## config.mk

```make
export PLATFORM = sky130hd
export DESIGN_NAME = peripheral_msi_slave_port_apb4_flat
export DESIGN_NICKNAME = d
export VERILOG_FILES = /design/src/rtl/peripheral_msi_slave_port_apb4_if.sv /design/src/rtl/peripheral_msi_slave_port_apb4.sv /design/src/flat_wrapper.sv
export SDC_FILE = /design/constraint.sdc
export NUM_CORES = 1
export LEC_CHECK = 0
export BUFFER_PORTS_ARGS = -buffer_cell sky130_fd_sc_hd__buf_2
export CELL_PAD_IN_SITES_DETAIL_PLACEMENT = 0
export CELL_PAD_IN_SITES_GLOBAL_PLACEMENT = 2
export CORE_AREA = 4 4 394 396
export CTS_BUF_LIST = sky130_fd_sc_hd__clkbuf_4 sky130_fd_sc_hd__clkbuf_8
export CTS_CLUSTER_SIZE = 40
export DETAILED_ROUTE_END_ITERATION = 16
export DIE_AREA = 0 0 398 400
export GPL_TIMING_DRIVEN = 0
export MAX_ROUTING_LAYER = met4
export PLACE_DENSITY = 0.49
export SLEW_MARGIN = 10
export SYNTH_ARGS = -nofsm -noshare
export SYNTH_HDL_FRONTEND = slang
export SYNTH_SLANG_ARGS = --single-unit
```

## constraint.sdc

```tcl
create_clock -name HCLK -period 19.15 [get_ports HCLK]
set_input_delay 0 -clock HCLK [delete_from_list [all_inputs] [get_ports HCLK]]
set_output_delay 0 -clock HCLK [all_outputs]
set_load 0.1 [all_outputs]
```

## src/rtl/peripheral_msi_slave_port_apb4_if.sv

```systemverilog
// Bus bundle between the MSI master ports, the per-slave arbitration stage
// and one AHB-Lite slave.
//   mst_* : one request lane per master port, plus the shared return path
//           (mst_HRDATA/mst_HREADYOUT/mst_HRESP) and the one-hot master_granted.
//   slv_* : the single AHB-Lite slave connection.
// Modports:
//   slave  - the arbitration stage (consumes lanes, drives the slave)
//   master - the environment side (drives lanes, models the slave)
interface peripheral_msi_slave_port_apb4_if #(
    parameter int PLEN    = 64,
    parameter int XLEN    = 64,
    parameter int MASTERS = 5
);
    logic [MASTERS-1:0][2:0]      mst_priority;
    logic [MASTERS-1:0]           mst_HSEL;
    logic [MASTERS-1:0][PLEN-1:0] mst_HADDR;
    logic [MASTERS-1:0][XLEN-1:0] mst_HWDATA;
    logic [MASTERS-1:0]           mst_HWRITE;
    logic [MASTERS-1:0][2:0]      mst_HSIZE;
    logic [MASTERS-1:0][2:0]      mst_HBURST;
    logic [MASTERS-1:0][3:0]      mst_HPROT;
    logic [MASTERS-1:0][1:0]      mst_HTRANS;
    logic [MASTERS-1:0]           mst_HMASTLOCK;
    logic [MASTERS-1:0]           mst_HREADY;
    logic [MASTERS-1:0]           mst_can_switch;
    logic [MASTERS-1:0]           master_granted;
    logic [XLEN-1:0]              mst_HRDATA;
    logic                         mst_HREADYOUT;
    logic                         mst_HRESP;

    logic                         slv_HSEL;
    logic [PLEN-1:0]              slv_HADDR;
    logic [XLEN-1:0]              slv_HWDATA;
    logic                         slv_HWRITE;
    logic [2:0]                   slv_HSIZE;
    logic [2:0]                   slv_HBURST;
    logic [3:0]                   slv_HPROT;
    logic [1:0]                   slv_HTRANS;
    logic                         slv_HMASTLOCK;
    logic                         slv_HREADY;
    logic [XLEN-1:0]              slv_HRDATA;
    logic                         slv_HREADYOUT;
    logic                         slv_HRESP;

    modport slave (
        input  mst_priority, mst_HSEL, mst_HADDR, mst_HWDATA, mst_HWRITE,
               mst_HSIZE, mst_HBURST, mst_HPROT, mst_HTRANS, mst_HMASTLOCK,
               mst_HREADY, mst_can_switch,
        output master_granted, mst_HRDATA, mst_HREADYOUT, mst_HRESP,
        output slv_HSEL, slv_HADDR, slv_HWDATA, slv_HWRITE, slv_HSIZE,
               slv_HBURST, slv_HPROT, slv_HTRANS, slv_HMASTLOCK, slv_HREADY,
        input  slv_HRDATA, slv_HREADYOUT, slv_HRESP
    );

    modport master (
        output mst_priority, mst_HSEL, mst_HADDR, mst_HWDATA, mst_HWRITE,
               mst_HSIZE, mst_HBURST, mst_HPROT, mst_HTRANS, mst_HMASTLOCK,
               mst_HREADY, mst_can_switch,
        input  master_granted, mst_HRDATA, mst_HREADYOUT, mst_HRESP,
        input  slv_HSEL, slv_HADDR, slv_HWDATA, slv_HWRITE, slv_HSIZE,
               slv_HBURST, slv_HPROT, slv_HTRANS, slv_HMASTLOCK, slv_HREADY,
        output slv_HRDATA, slv_HREADYOUT, slv_HRESP
    );
endinterface

```

## src/rtl/peripheral_msi_slave_port_apb4.sv

```systemverilog
// Per-slave arbitration and multiplexing stage of the MSI interconnect.
// Picks one owning master lane (highest priority, round-robin among ties),
// forwards its address phase to the slave, and routes HWDATA by a separately
// tracked data-phase owner so write data stays correct across switches.
// Ports:
//   HCLK   - clock, all state on rising edge
//   HRESET - synchronous active-high reset
//   bus    - lane/slave bundle (slave modport); its parameters must match
//            PLEN/XLEN/MASTERS given here
module peripheral_msi_slave_port_apb4 #(
    parameter int PLEN    = 64,
    parameter int XLEN    = 64,
    parameter int MASTERS = 5
) (
    input logic HCLK,
    input logic HRESET,
    peripheral_msi_slave_port_apb4_if.slave bus
);
    localparam int MASTERS_BITS = (MASTERS > 1) ? $clog2(MASTERS) : 1;
    localparam logic [1:0] HTRANS_IDLE   = 2'b00;
    localparam logic [1:0] HTRANS_NONSEQ = 2'b10;
    localparam logic [1:0] HTRANS_SEQ    = 2'b11;
    localparam logic       HRESP_OKAY    = 1'b0;
    localparam logic [MASTERS-1:0] GRANT_LSB = MASTERS'(1);

    logic                    owner_valid;
    logic [MASTERS_BITS-1:0] owner;
    logic                    data_valid;
    logic [MASTERS_BITS-1:0] data_owner;
    logic [MASTERS_BITS-1:0] last_grant;
    logic [MASTERS-1:0]      grant;

    logic                    any_req;
    logic [MASTERS_BITS-1:0] winner;
    logic [2:0]              best_prio;
    logic [MASTERS_BITS-1:0] idx;
    logic                    arb_en;
    logic                    data_adv;
    logic                    sel;
    logic                    ready_to_slave;

    // Scan starts just after the last grant; a strict '>' keeps the first
    // tied lane in scan order, which gives round-robin among equal priorities.
    always_comb begin
        any_req   = 1'b0;
        winner    = '0;
        best_prio = '0;
        idx       = '0;
        for (int k = 1; k <= MASTERS; k++) begin
            idx = MASTERS_BITS'((int'(last_grant) + k) % MASTERS);
            if (bus.mst_HSEL[idx] && (!any_req || bus.mst_priority[idx] > best_prio)) begin
                any_req   = 1'b1;
                winner    = idx;
                best_prio = bus.mst_priority[idx];
            end
        end
    end

    // Ownership may only move on a slave-ready cycle of an unlocked owner
    // that allows it, so the outgoing data phase always completes cleanly.
    assign arb_en = !owner_valid ||
                    (bus.mst_can_switch[owner] && !bus.mst_HMASTLOCK[owner] && bus.slv_HREADYOUT);

    assign sel            = owner_valid & bus.mst_HSEL[owner];
    assign ready_to_slave = owner_valid ? bus.mst_HREADY[owner] : 1'b1;
    assign data_adv       = bus.slv_HREADYOUT & ready_to_slave;

    always_ff @(posedge HCLK) begin
        if (HRESET) begin
            owner_valid <= 1'b0;
            data_valid  <= 1'b0;
            last_grant  <= MASTERS_BITS'(MASTERS - 1);
            grant       <= '0;
        end else begin
            if (arb_en) begin
                if (any_req) begin
                    owner       <= winner;
                    owner_valid <= 1'b1;
                    last_grant  <= winner;
                    grant       <= GRANT_LSB << winner;
                end else begin
                    owner_valid <= 1'b0;
                    grant       <= '0;
                end
            end
            // The address phase accepted this edge becomes the data phase.
            if (data_adv) begin
                data_valid <= sel &&
                              (bus.mst_HTRANS[owner] == HTRANS_NONSEQ ||
                               bus.mst_HTRANS[owner] == HTRANS_SEQ);
                data_owner <= owner;
            end
        end
    end

    assign bus.master_granted = grant;

    assign bus.slv_HSEL      = sel;
    assign bus.slv_HTRANS    = sel ? bus.mst_HTRANS[owner] : HTRANS_IDLE;
    assign bus.slv_HADDR     = owner_valid ? bus.mst_HADDR[owner]     : '0;
    assign bus.slv_HWRITE    = owner_valid ? bus.mst_HWRITE[owner]    : 1'b0;
    assign bus.slv_HSIZE     = owner_valid ? bus.mst_HSIZE[owner]     : 3'b000;
    assign bus.slv_HBURST    = owner_valid ? bus.mst_HBURST[owner]    : 3'b000;
    assign bus.slv_HPROT     = owner_valid ? bus.mst_HPROT[owner]     : 4'b0000;
    assign bus.slv_HMASTLOCK = owner_valid ? bus.mst_HMASTLOCK[owner] : 1'b0;
    assign bus.slv_HREADY    = ready_to_slave;

    // Write data belongs to the data-phase owner, which lags owner by one
    // accepted transfer across a switch.
    assign bus.slv_HWDATA    = bus.mst_HWDATA[data_owner];

    assign bus.mst_HRDATA    = bus.slv_HRDATA;
    assign bus.mst_HREADYOUT = bus.slv_HREADYOUT;
    assign bus.mst_HRESP     = data_valid ? bus.slv_HRESP : HRESP_OKAY;
endmodule

```

## src/flat_wrapper.sv

```systemverilog
// flat-port wrapper written by rule: the top's interface ports become plain ports
module peripheral_msi_slave_port_apb4_flat 
#(
    parameter int PLEN    = 64,
    parameter int XLEN    = 64,
    parameter int MASTERS = 5
)
  (HCLK, HRESET, bus_mst_priority, bus_mst_HSEL, bus_mst_HADDR, bus_mst_HWDATA, bus_mst_HWRITE, bus_mst_HSIZE, bus_mst_HBURST, bus_mst_HPROT, bus_mst_HTRANS, bus_mst_HMASTLOCK, bus_mst_HREADY, bus_mst_can_switch, bus_master_granted, bus_mst_HRDATA, bus_mst_HREADYOUT, bus_mst_HRESP, bus_slv_HSEL, bus_slv_HADDR, bus_slv_HWDATA, bus_slv_HWRITE, bus_slv_HSIZE, bus_slv_HBURST, bus_slv_HPROT, bus_slv_HTRANS, bus_slv_HMASTLOCK, bus_slv_HREADY, bus_slv_HRDATA, bus_slv_HREADYOUT, bus_slv_HRESP);
  peripheral_msi_slave_port_apb4_if #(.PLEN(PLEN), .XLEN(XLEN), .MASTERS(MASTERS)) bus_i ();
  input logic HCLK;
  input logic HRESET;
  input wire logic [$bits(bus_i.mst_priority)-1:0] bus_mst_priority;
  input wire logic [$bits(bus_i.mst_HSEL)-1:0] bus_mst_HSEL;
  input wire logic [$bits(bus_i.mst_HADDR)-1:0] bus_mst_HADDR;
  input wire logic [$bits(bus_i.mst_HWDATA)-1:0] bus_mst_HWDATA;
  input wire logic [$bits(bus_i.mst_HWRITE)-1:0] bus_mst_HWRITE;
  input wire logic [$bits(bus_i.mst_HSIZE)-1:0] bus_mst_HSIZE;
  input wire logic [$bits(bus_i.mst_HBURST)-1:0] bus_mst_HBURST;
  input wire logic [$bits(bus_i.mst_HPROT)-1:0] bus_mst_HPROT;
  input wire logic [$bits(bus_i.mst_HTRANS)-1:0] bus_mst_HTRANS;
  input wire logic [$bits(bus_i.mst_HMASTLOCK)-1:0] bus_mst_HMASTLOCK;
  input wire logic [$bits(bus_i.mst_HREADY)-1:0] bus_mst_HREADY;
  input wire logic [$bits(bus_i.mst_can_switch)-1:0] bus_mst_can_switch;
  output wire logic [$bits(bus_i.master_granted)-1:0] bus_master_granted;
  output wire logic [$bits(bus_i.mst_HRDATA)-1:0] bus_mst_HRDATA;
  output wire logic [$bits(bus_i.mst_HREADYOUT)-1:0] bus_mst_HREADYOUT;
  output wire logic [$bits(bus_i.mst_HRESP)-1:0] bus_mst_HRESP;
  output wire logic [$bits(bus_i.slv_HSEL)-1:0] bus_slv_HSEL;
  output wire logic [$bits(bus_i.slv_HADDR)-1:0] bus_slv_HADDR;
  output wire logic [$bits(bus_i.slv_HWDATA)-1:0] bus_slv_HWDATA;
  output wire logic [$bits(bus_i.slv_HWRITE)-1:0] bus_slv_HWRITE;
  output wire logic [$bits(bus_i.slv_HSIZE)-1:0] bus_slv_HSIZE;
  output wire logic [$bits(bus_i.slv_HBURST)-1:0] bus_slv_HBURST;
  output wire logic [$bits(bus_i.slv_HPROT)-1:0] bus_slv_HPROT;
  output wire logic [$bits(bus_i.slv_HTRANS)-1:0] bus_slv_HTRANS;
  output wire logic [$bits(bus_i.slv_HMASTLOCK)-1:0] bus_slv_HMASTLOCK;
  output wire logic [$bits(bus_i.slv_HREADY)-1:0] bus_slv_HREADY;
  input wire logic [$bits(bus_i.slv_HRDATA)-1:0] bus_slv_HRDATA;
  input wire logic [$bits(bus_i.slv_HREADYOUT)-1:0] bus_slv_HREADYOUT;
  input wire logic [$bits(bus_i.slv_HRESP)-1:0] bus_slv_HRESP;
  assign bus_i.mst_priority = bus_mst_priority;
  assign bus_i.mst_HSEL = bus_mst_HSEL;
  assign bus_i.mst_HADDR = bus_mst_HADDR;
  assign bus_i.mst_HWDATA = bus_mst_HWDATA;
  assign bus_i.mst_HWRITE = bus_mst_HWRITE;
  assign bus_i.mst_HSIZE = bus_mst_HSIZE;
  assign bus_i.mst_HBURST = bus_mst_HBURST;
  assign bus_i.mst_HPROT = bus_mst_HPROT;
  assign bus_i.mst_HTRANS = bus_mst_HTRANS;
  assign bus_i.mst_HMASTLOCK = bus_mst_HMASTLOCK;
  assign bus_i.mst_HREADY = bus_mst_HREADY;
  assign bus_i.mst_can_switch = bus_mst_can_switch;
  assign bus_master_granted = bus_i.master_granted;
  assign bus_mst_HRDATA = bus_i.mst_HRDATA;
  assign bus_mst_HREADYOUT = bus_i.mst_HREADYOUT;
  assign bus_mst_HRESP = bus_i.mst_HRESP;
  assign bus_slv_HSEL = bus_i.slv_HSEL;
  assign bus_slv_HADDR = bus_i.slv_HADDR;
  assign bus_slv_HWDATA = bus_i.slv_HWDATA;
  assign bus_slv_HWRITE = bus_i.slv_HWRITE;
  assign bus_slv_HSIZE = bus_i.slv_HSIZE;
  assign bus_slv_HBURST = bus_i.slv_HBURST;
  assign bus_slv_HPROT = bus_i.slv_HPROT;
  assign bus_slv_HTRANS = bus_i.slv_HTRANS;
  assign bus_slv_HMASTLOCK = bus_i.slv_HMASTLOCK;
  assign bus_slv_HREADY = bus_i.slv_HREADY;
  assign bus_i.slv_HRDATA = bus_slv_HRDATA;
  assign bus_i.slv_HREADYOUT = bus_slv_HREADYOUT;
  assign bus_i.slv_HRESP = bus_slv_HRESP;
  peripheral_msi_slave_port_apb4 #(.PLEN(PLEN), .XLEN(XLEN), .MASTERS(MASTERS)) u_core (.HCLK(HCLK), .HRESET(HRESET), .bus(bus_i));
endmodule
```

==> results.md, run 1 <==
- Outcome: completed
- Largest family of logic cells by synthesized area: multiplexers
- Most frequent cells in the layout: buf_2, nor2_1, mux2i_1, mux4_2, a21oi_1
- I/O Buffers: 957
- Worst-margin pin slew: 1.256 ns
- Final core occ: between 10% and 20%
- Resized cells post-CTS: 0
- WS Path Type: flip-flop to flip-flop
- CP max stage cell: dfxtp_1
- P_int: 1219 uW
- IO Pins: 1023
- Setup Skew: 0.005450 ns
- Ys flop type: dfxtp_1
- Hpwl dp: 93910 um
- Tightest Hold Check Type: input port to flip-flop
- Worst Path Arrival: 11.14 ns
- DR iter-0 viols: 840
- Clock period minus worst slack: 10.99 ns
- Register area share after synthesis: 4.051%
- PwrDens: ~230 mW/mm2
- Setup crit start kind: flip-flop
- Reg2Reg Capture Point: u_core.bus.master_granted[1]
- DRC violations left: 0
- Congestion Overflow GR: 0
- H-Tree Depth: 1
- Synth Area in XOR/XNOR: 1.213%
- Final Max Slew Viols: 0
- Clock-pin slew on the worst setup and hold paths: 0.07 ns
- Via/cell ratio: 3.326
- Hold Violations, Final: 0
- Synthesized Nets: 1983
- Clock power share: 0.8%
- Crit Reg-Reg Startpoint: u_core.last_grant[0]
- FP Rows: 143
- #FFs+latches synth: 16
- CTS root buffer: clkbuf_8
- Post-Synth Adder-Cell Area: 5.410%
- Switching Share: 68.08%
- F_max: 90.98 MHz
- Place WS: 8.140 ns
- CTS Buf Count: 3
- Unrepaired setup endpoints after global routing: no
- Hold Path Depth: 2
- Final setup fails: 0
- Routed Antenna Nets: 0
- Simple-Gate Fraction of Synth Area: between 10 and 15%
- Largest net degree at the start of global routing: 13
- Critical-path maximum fanout: 12
- Worst IR Drop VDD: 0.1439 mV
- Most common cell after layout, fill and taps aside: buf_2
- Clock tree buffer depth: 2
- R2R Setup Slk: 8.16 ns
- Vias in the first global route: roughly 14000
- DR WL/cell: 24.67 um
- Asr flop ratio synth: 0%
- Post-synth EDFFs: 6
- Total track usage: 12.13%
- Mapped Cells: 1135
- Critical path endpoint: u_core.bus.master_granted[1]
- First-pass GRT wire length: 127900 um
- # Post-CTS Setup Buffers: 0
- Cell Area, Synth: ~0.0094 mm2
- Ys Warns: 0
- Layout area overhead: 79.29%
- Setup TNS Final: 0 ns
- Die width: around 400 um
- Most used cell, CP: ha_1
- Layout cells sized above 1: 56.55%
- Fillers: 17802
- GPL Wtd Cong: 0.8370
- Post-route clock period utilization: 57.40%
- Number of max-cap violations: 0
- Critical Path RT: ~19 ns
- Final Net Count: 2948
- CTS tree: yes
- Flop pwr share: 2.2%
- Pre-antenna DRT Iters: 6
- Largest stage delay on the critical path: between 0.6 and 0.7 ns
- Synth Area in Compound Gates: 25.33%
- Die height: 400 um
- Avg Cell Area, Syn: 8.273 um2
- Via Count: ~14000
- Crit. End Element: flip-flop
- Antenna violations before repair: 56
- Setup ws final: 8.159 ns
- Final wirelength: approximately 100000 um
- Combinational power share: 97.0%
- Multiplexer area fraction after synthesis: 39.29%
- Synth cell types: 91
- Post-CTS Hold Buffers: 0
- Die area: 0.1592 mm2
- Max-Slew Margin vs Limit: about 16%
- Worst Setup SP: u_core.last_grant[0]
- Leak: 0.007787 uW
- Clk_lat worst skew: 0.26 ns
- Core outline area: around 0.15 mm2
- Clk sinks: 16
- Switching power of the nets: 2600 uW
- Starting density of the core: 6.196%
- FF-to-FF path depth: 46
==> critical path, delay by kind of cell (launching register included) <==
kind / cells / cell delay (ns)
xor gates and xnor gates: 1 / 0.49
and+or+nand+nor: 8 / 1.16
AOI/OAI and AO/OA: 21 / 4.43
muxes: 3 / 1.05
adders and majority gates: 7 / 2.04
DFF: 1 / 0.64
buffers and inverters: 6 / 1.07
==> power by group through the flow <==
stage	Clock (uW)	Combinational, uW	Sequential (uW)
floorplan	0	2760	85.4
detailed placement	0	3730	86.8
finish	30.8	3700	85.1
global placement	0	3740	86.5
global route	33.0	3970	87.6
CTS	31.2	3740	86.2
==> state kept, by name (all words and copies together) (netlist names) <==
register	flops
u_core.owner_valid	1
u_core.data_owner	3
u_core.owner	3
u_core.bus.master_granted	5
u_core.last_grant	3
u_core.data_valid	1
==> cell families (layout without fill, tap and decap cells) <==
group | count (synthesis) | count (layout)
XOR/XNOR | 10 | 10
flip-flops | 16 | 16
buffers and inverters | 190 | 1154
multiplexers | 251 | 251
AND/OR/NAND/NOR | 288 | 288
other | 0 | 11
adder cells (fa/ha/maj) | 40 | 40
AO/OA/AOI/OAI | 340 | 340
==> final cells by class <==
class | instances | area, um2 | area share (%)
multi-input combinational | 929 | 8014 | 47.60
inverter | 30 | 126.4 | 0.7506
clock buffer | 4 | 55.05 | 0.3270
timing repair buffer | 960 | 4816 | 28.60
sequential | 16 | 380.4 | 2.259
tap | 2030 | 2540 | 15.09
buffer | 160 | 877.1 | 5.210
antenna | 11 | 27.53 | 0.1635
==> metrics by stage <==
stage               cells  hold slack (ns)  cell area, um2  power, uW
global route         4136          0.04606           16830       4095
detailed placement   4124           0.3196           16740       3817
CTS                  4128          0.04343           16800       3862
finish               4140          0.03415           16840       3818
floorplan            1135           0.2115            9390       2847
global placement     4122           0.3234           16720       3828
==> cell usage after synthesis, types with 23 or more instances <==
| cell type | count | area (um2) |
|---|---|---|
| nor2_1 | 177 | 664.4 |
| mux2i_1 | 150 | 1501 |
| mux4_2 | 92 | 2072 |
| a21oi_1 | 83 | 415.4 |
| a22oi_1 | 82 | 615.6 |
| o22ai_1 | 67 | 419.2 |
| buf_4 | 66 | 495.5 |
| clkbuf_1 | 58 | 217.7 |
| ha_1 | 39 | 488.0 |
| nand2_1 | 38 | 142.6 |
| buf_1 | 30 | 112.6 |
| inv_1 | 23 | 86.33 |
==> per-layer routing <==
metal  wire, um  part of all wire (%)  track usage [%]  vias up
met5          0                     0                -        -
met4       1244                   1.2           0.9440        0
met3       7495                   7.3            3.147       82
met2      49620                    49            20.09      701
met1      43780                    43            15.46     6713
li1           -                     -                -     6272
==> worst min path at each step <==
stage | start | end | slack [ns]
final | HRESET | u_core.data_valid | 0.03
after global routing | HRESET | u_core.data_valid | 0.05
after CTS | HRESET | u_core.last_grant[0] | 0.04
after detailed placement | HRESET | u_core.owner_valid | 0.32
after global placement | HRESET | u_core.last_grant[1] | 0.32
after floorplan | bus_slv_HRDATA[0] | bus_mst_HRDATA[0] | 0.21
(Power assumes the default switching activity.)
==> run 2, diff against run 1 <==
- ABC_AREA: unset -> 1
- CORE_AREA: 4 4 394 396 -> 4 4 400 402
- DIE_AREA: 0 0 398 400 -> 0 0 404 406
- PLACE_DENSITY: 0.49 -> 0.54
- clock period: 19.15 -> 9.35 ns (I/O delays scaled with it)
==> results.md, run 2 <==
- Setup crit start kind: flip-flop
- FP Rows: 145 (+1.4%)
- Clk_lat worst skew: 0.26 ns (about the same)
- Synthesized Nets: 2642 (+33%)
- Register area: 380.4 um2 (unchanged)
- Die area: 0.1640 mm2 (+3.0%)
- Outcome: completed
- Avg Cell Area, Syn: 5.233 um2 (-37%)
- Switching Share: 73.75% (+5.7 points)
- Worst IR Drop VDD: 0.2944 mV (+100%)
- CTS root buffer: clkbuf_8
- Setup TNS Final: 0 ns (unchanged)
- Crit. End Element: flip-flop
- DRC violations left: 0 (unchanged)
- Critical-path maximum fanout: 12 (unchanged)
- P_int: 2381 uW (+95%)
- Flop pwr share: 2.2% (about the same)
- I/O Buffers: 957 (unchanged)
- Combinational power share: 97.1% (about the same)
- Clock-pin slew on the worst setup and hold paths: 0.07 ns (about the same)
- Final Max Slew Viols: 0 (unchanged)
- Worst-margin pin slew: 1.176 ns (-0.08005 ns)
- Post-synth EDFFs: 6 (unchanged)
- Clock power share: 0.7% (about the same)
- CP max stage cell: dfxtp_1
- Final setup fails: 0 (unchanged)
- Pre-antenna DRT Iters: 5 (-1)
- Area occupied by multi-input gates: 0.007420 mm2 (-7.4%)
- Clk sinks: 16 (unchanged)
- Buf/Inv on CP: 6 (unchanged)
- First-pass GRT wire length: 150500 um (+18%)
- CTS tree: yes
- Die height: 406 um (+1.5%)
- Routed Antenna Nets: 0 (unchanged)
- Register area share after synthesis: 4.052% (about the same)
- Crit Reg-Reg Startpoint: u_core.last_grant[0]
- Starting density of the core: 6.017% (-0.18 points)
- Cell Area, Synth: 0.009388 mm2 (about the same)
- WS Path Type: flip-flop to flip-flop
- #FFs+latches synth: 16 (unchanged)
- Via Count: 16981 (+23%)
- Hpwl dp: 107100 um (+14%)
- Max FFs per register: 5 (unchanged)
- Most common cell in the netlist: nand2_1
- Unrepaired setup endpoints after global routing: no
- Min-Delay Endpoint: u_core.data_valid
- FF-to-FF path depth: 49 (+6.5%)
- Layout area overhead: 80.15%
- Final wirelength: 117600 um (+15%)
- Post-synth top area share: 16.27% (-5.8 points)
- Number of max-cap violations: 0 (unchanged)
- Mapped Cells: 1794 (+58%)
- Most frequent cells in the layout: buf_2, nand2_1, o21ai_0, a21oi_1, nor2_1
- Synth cell count leaders: nand2_1, o21ai_0, a21oi_1
- R2R Setup Slk: 1.0 ns (-7.16 ns)
- Leak: 0.008122 uW (+4.3%)
- Final Net Count: 3605 (+22%)
- Layout cells sized above 1: 39.66% (-17 points)
- Fillers: 18822 (+5.7%)
- Largest stage delay on the critical path: 0.58 ns (-0.06 ns)
- Synth cell types: 51 (-44%)
- CTS Buf Count: 3 (unchanged)
- H-Tree Depth: 1 (unchanged)
- Worst Path Arrival: 8.54 ns (-2.60 ns)
- Cell area after layout: 0.01691 mm2 (+0.45%)
- Vias in the first global route: 17243 (+25%)
- Core outline area: 0.1560 mm2 (+3.0%)
- Setup Skew: 0.003462 ns (-0.001987 ns)
- Via/cell ratio: 3.503 (+5.3%)
- Worst Setup SP: u_core.last_grant[0]
- Antenna violations before repair: 77 (+38%)
- DR WL/cell: 24.27 um (-1.6%)
- Hold Path Depth: 3 (+1)
- IO Pins: 1023 (unchanged)
- Tightest Hold Check Type: input port to flip-flop
- Top cells by area, synth: nand2_1, o21ai_0, a21oi_1, nor2_1, a221o_1
- Congestion Overflow GR: 0 (unchanged)
- Clock period minus worst slack: 8.351 ns (-2.640 ns)
- Post-CTS Hold Buffers: 0 (unchanged)
- GPL Wtd Cong: 0.9174 (+9.6%)
- Switching power of the nets: 6689 uW (+160%)
- Biggest area consumer among synthesized cells: nand2_1
- Ys Warns: 0 (unchanged)
- Worst hold start: bus_slv_HREADYOUT
- Hold Violations, Final: 0 (unchanged)
- Max-Slew Margin vs Limit: 21.61% (+5.3 points)
- Die width: 404 um (+1.5%)
- Asr flop ratio synth: 0% (unchanged)
- Most common cell after layout, fill and taps aside: buf_2
- Reg2Reg Capture Point: u_core.bus.master_granted[1]
- PwrDens: 536.3 mW/mm2 (+140%)
- Post-route clock period utilization: 89.32% (+32 points)
- Total track usage: 13.70% (+1.6 points)
- Total power: 9070 uW (+140%)
- Cell family with most CP delay: adder cells
- DR iter-0 viols: 1182 (+41%)
- Most used cell, CP: nand2_1
- Largest net degree at the start of global routing: 13 (unchanged)
- Placed instance area: 0.01677 mm2 (+0.18%)
- Critical Path RT: 9.54 ns (-9.76 ns)
- Ys flop type: dfxtp_1
- F_max: 119.7 MHz (+32%)
- Clock tree buffer depth: 2 (unchanged)
## run 2: worst register-to-register path, delay by kind of cell (launching register included)
family | cells | cell delay (ns)
adder cells (fa/ha/maj) | 7 | 2.30
AND/OR/NAND/NOR | 23 | 2.30
AO/OA/AOI/OAI | 13 | 2.00
buffers and inverters | 6 | 1.07
flip-flops | 1 | 0.58
## run 2: layer usage
metal  track usage [%]  vias to the layer above  part of all wire, %
met2             23.49                      770                   49
met5                 -                        -                    0
met4             2.533                        0                  2.4
met1             16.67                     8002                   42
li1                  -                     8083                    -
met3             2.891                      126                  6.8
## run 2: how the worst max path moves through the flow
stage	end	slack [ns]	depth (start not counted)
global route	u_core.bus.master_granted[2]	0.03	54
finish	u_core.bus.master_granted[1]	1.0	49
floorplan	u_core.bus.master_granted[0]	2.39	56
global placement	u_core.bus.master_granted[1]	0.73	50
CTS	u_core.bus.master_granted[1]	0.59	49
detailed placement	u_core.bus.master_granted[1]	0.65	49
## run 2: timing repair
item                                    4_1_cts  5_1_grt
gates resized for setup                       0        2
endpoints found under the setup margin        0        8
buffers inserted                              0        0
## run 2: metrics by stage
stage / utilization (%) / std cells / setup WS, ns / hold slack, ns
after floorplan: - / 1794 / 2.386 / 0.1681
after global placement: 10.74 / 4809 / 0.7252 / 0.3850
after detailed placement: 10.75 / 4810 / 0.6488 / 0.3850
after CTS: 10.78 / 4814 / 0.5894 / 0.1634
after global routing: 10.81 / 4827 / 0.02568 / 0.1799
final: 10.84 / 4847 / 0.9989 / 0.1783
## run 2: cells by family after synthesis
| logic type | share of synthesized area (%) |
|---|---|
| adder cells (fa/ha/maj) | 5.411 |
| buffers and inverters | 16.97 |
| AND/OR/NAND/NOR | 29.85 |
| flip-flops | 4.052 |
| XOR/XNOR | 0.3731 |
| AO/OA/AOI/OAI | 43.34 |
## run 2: cell type report
| cell class | instances | area share [%] |
|---|---|---|
| clock buffer | 4 | 0.3255 |
| timing repair buffer | 958 | 28.39 |
| inverter | 152 | 3.403 |
| multi-input combinational | 1422 | 43.87 |
| sequential | 16 | 2.249 |
| buffer | 204 | 6.052 |
| tap | 2058 | 15.23 |
| antenna | 33 | 0.4883 |
## run 2: power by group through the flow
| stage | clock network, uW | logic [uW] | registers, uW |
|---|---|---|---|
| CTS | 66.8 | 8950 | 199 |
| floorplan | 0 | 6280 | 197 |
| detailed placement | 0 | 8920 | 200 |
| global placement | 0 | 8910 | 199 |
| finish | 63.8 | 8810 | 196 |
| global route | 70.0 | 9700 | 202 |
==> run 3, diff against run 2 <==
- BUFFER_PORTS_ARGS: -buffer_cell sky130_fd_sc_hd__buf_2 -> unset
- CORE_AREA: 4 4 400 402 -> 4 4 396 398
- DIE_AREA: 0 0 404 406 -> 0 0 400 402
- DONT_BUFFER_PORTS: unset -> 1
- PLACE_DENSITY: 0.54 -> 0.4
==> results.md, run 3 (synthesis results as in run 2) <==
- Outcome: completed
- WS Path Type: flip-flop to flip-flop
- Total track usage: 12.63% (-1.1 points)
- Layout cells sized above 1: 16.68% (-23 points)
- Non-Filler Instances: 3865 (-20%)
- FP Rows: 144 (-0.69%)
- Clk_lat worst skew: 0.25 ns (about the same)
- Clock period minus worst slack: 8.258 ns (-0.09330 ns)
- Critical Path RT: 9.53 ns (about the same)
- DR WL/cell: 27.65 um (+14%)
- CTS root buffer: clkbuf_8
- Clock-pin slew on the worst setup and hold paths: 0.07 ns (about the same)
- Setup crit start kind: flip-flop
- Critical-path maximum fanout: 10 (-2)
- Largest stage delay on the critical path: 0.45 ns (-0.13 ns)
- DR iter-0 viols: 1180 (-0.17%)
- Via/cell ratio: 3.602 (+2.8%)
- GPL Wtd Cong: 0.9700 (+5.7%)
- Most used cell, CP: nand2_1
- Hold Violations, Final: 0 (unchanged)
- Via Count: 13921 (-18%)
- Final Max Slew Viols: 0 (unchanged)
- Hpwl dp: 95080 um (-11%)
- Tightest Hold Check Type: input port to flip-flop
- Place WS: 0.5322 ns (-0.1167 ns)
- Clk sinks: 16 (unchanged)
- Most frequent cells in the layout: nand2_1, o21ai_0, nor2_1, a21oi_1, inv_1
- Register area: 389.1 um2 (+2.3%)
- Clock tree buffer depth: 2 (unchanged)
- IO Pins: 1023 (unchanged)
- Worst-margin pin slew: 1.360 ns (+0.1843 ns)
- Setup Skew: 0.0009843 ns (-0.002478 ns)
- Area occupied by multi-input gates: 0.008144 mm2 (+9.8%)
- Setup ws final: 1.092 ns (+0.09330 ns)
- Max FFs per register: 5 (unchanged)
- Pre-antenna DRT Iters: 5 (unchanged)
- Starting density of the core: 6.123% (+0.11 points)
- Die area: 0.1608 mm2 (-2.0%)
- CP max stage cell: dfxtp_2
- Max-Slew Margin vs Limit: 9.312% (-12 points)
- Die height: 402 um (-0.99%)
- Placed insts: 3842 (-20%)
- Crit. End Element: flip-flop
- Worst Path Arrival: 8.44 ns (-0.10 ns)
- First-pass GRT wire length: 134600 um (-11%)
- Final Net Count: 2660 (-26%)
- Vias in the first global route: 13791 (-20%)
- Largest net degree at the start of global routing: 13 (unchanged)
- Routed Antenna Nets: 0 (unchanged)
- Setup TNS Final: 0 ns (unchanged)
- Die width: 400 um (-0.99%)
- Fillers: 18381 (-2.3%)
- Unrepaired setup endpoints after global routing: no
- Number of max-cap violations: 0 (unchanged)
- Most common cell after layout, fill and taps aside: nand2_1
- Layout area overhead: 37.36%
- Congestion Overflow GR: 0 (unchanged)
- CTS tree: yes
- Final setup fails: 0 (unchanged)
- DRC violations left: 0 (unchanged)
- Antenna violations before repair: 34 (-56%)
- F_max: 121.1 MHz (+1.1%)
- CTS Buf Count: 3 (unchanged)
- I/O Buffers: 0 (-100%)
- H-Tree Depth: 1 (unchanged)
- Final wirelength: 106900 um (-9.2%)
- Core outline area: 0.1533 mm2 (-1.7%)
- Post-route clock period utilization: 88.32% (-1.0 points)
- Final core occ: 8.410% (-2.4 points)
-- run 3: layer usage --
metal	track usage (%)	up-vias	part of all wire, %
met1	16.66	6936	45
met4	2.778	0	2.6
met3	2.137	83	6.7
li1	-	6160	-
met5	-	-	0
met2	20.17	742	46
-- run 3: worst max-delay path: cells and delay by family, from the launching register on --
family                   cells  cell delay (ns)
AO/OA/AOI/OAI               14             2.56
adder cells (fa/ha/maj)      7             2.07
AND/OR/NAND/NOR             20             1.99
buffers and inverters        7             0.87
flip-flops                   1             0.45
XOR/XNOR                     1             0.23
-- run 3: timing repair --
item / in CTS / in global routing
buffers inserted: 0 / 8
gates resized for setup: 0 / 5
setup endpoints to repair: 0 / 11
endpoints found under the hold margin: 1 / 0
hold buffers: 1 / 0
-- run 3: cell type report --
type | count | share of cell area [%]
Antenna cell | 10 | 0.1941
Buffer | 204 | 7.995
Clock buffer | 3 | 0.3202
Clock inverter | 1 | 0.02911
Inverter | 152 | 4.493
Multi-Input combinational cell | 1422 | 63.16
Sequential cell | 16 | 3.018
Tap cell | 2044 | 19.83
Timing Repair Buffer | 13 | 0.9606
-- run 3: path summary, 6_finish.rpt --
| kind | from | endpoint | slack, ns | depth (start not counted) |
|---|---|---|---|---|
| max reg2reg | u_core.last_grant[1] | u_core.bus.master_granted[2] | 1.09 | 49 |
| min | bus_slv_HREADYOUT | u_core.data_valid | 0.03 | 3 |
| min reg2reg | u_core.owner[1] | u_core.data_owner[1] | 0.46 | 0 |
| max | u_core.last_grant[1] | u_core.bus.master_granted[2] | 1.09 | 49 |
-- run 3: stage by stage --
stage,area [um2],hold slack (ns)
2_1_floorplan,9388,0.1681
3_3_place_gp,11950,0.2136
3_5_place_dp,12710,0.2130
4_1_cts,12770,0.02278
5_1_grt,12890,0.04616
6_report,12890,0.02885
Power of run 3 is left out: the tool's default activity adds up to more than one toggle a clock period on the data nets, which glitch-free logic cannot reach.
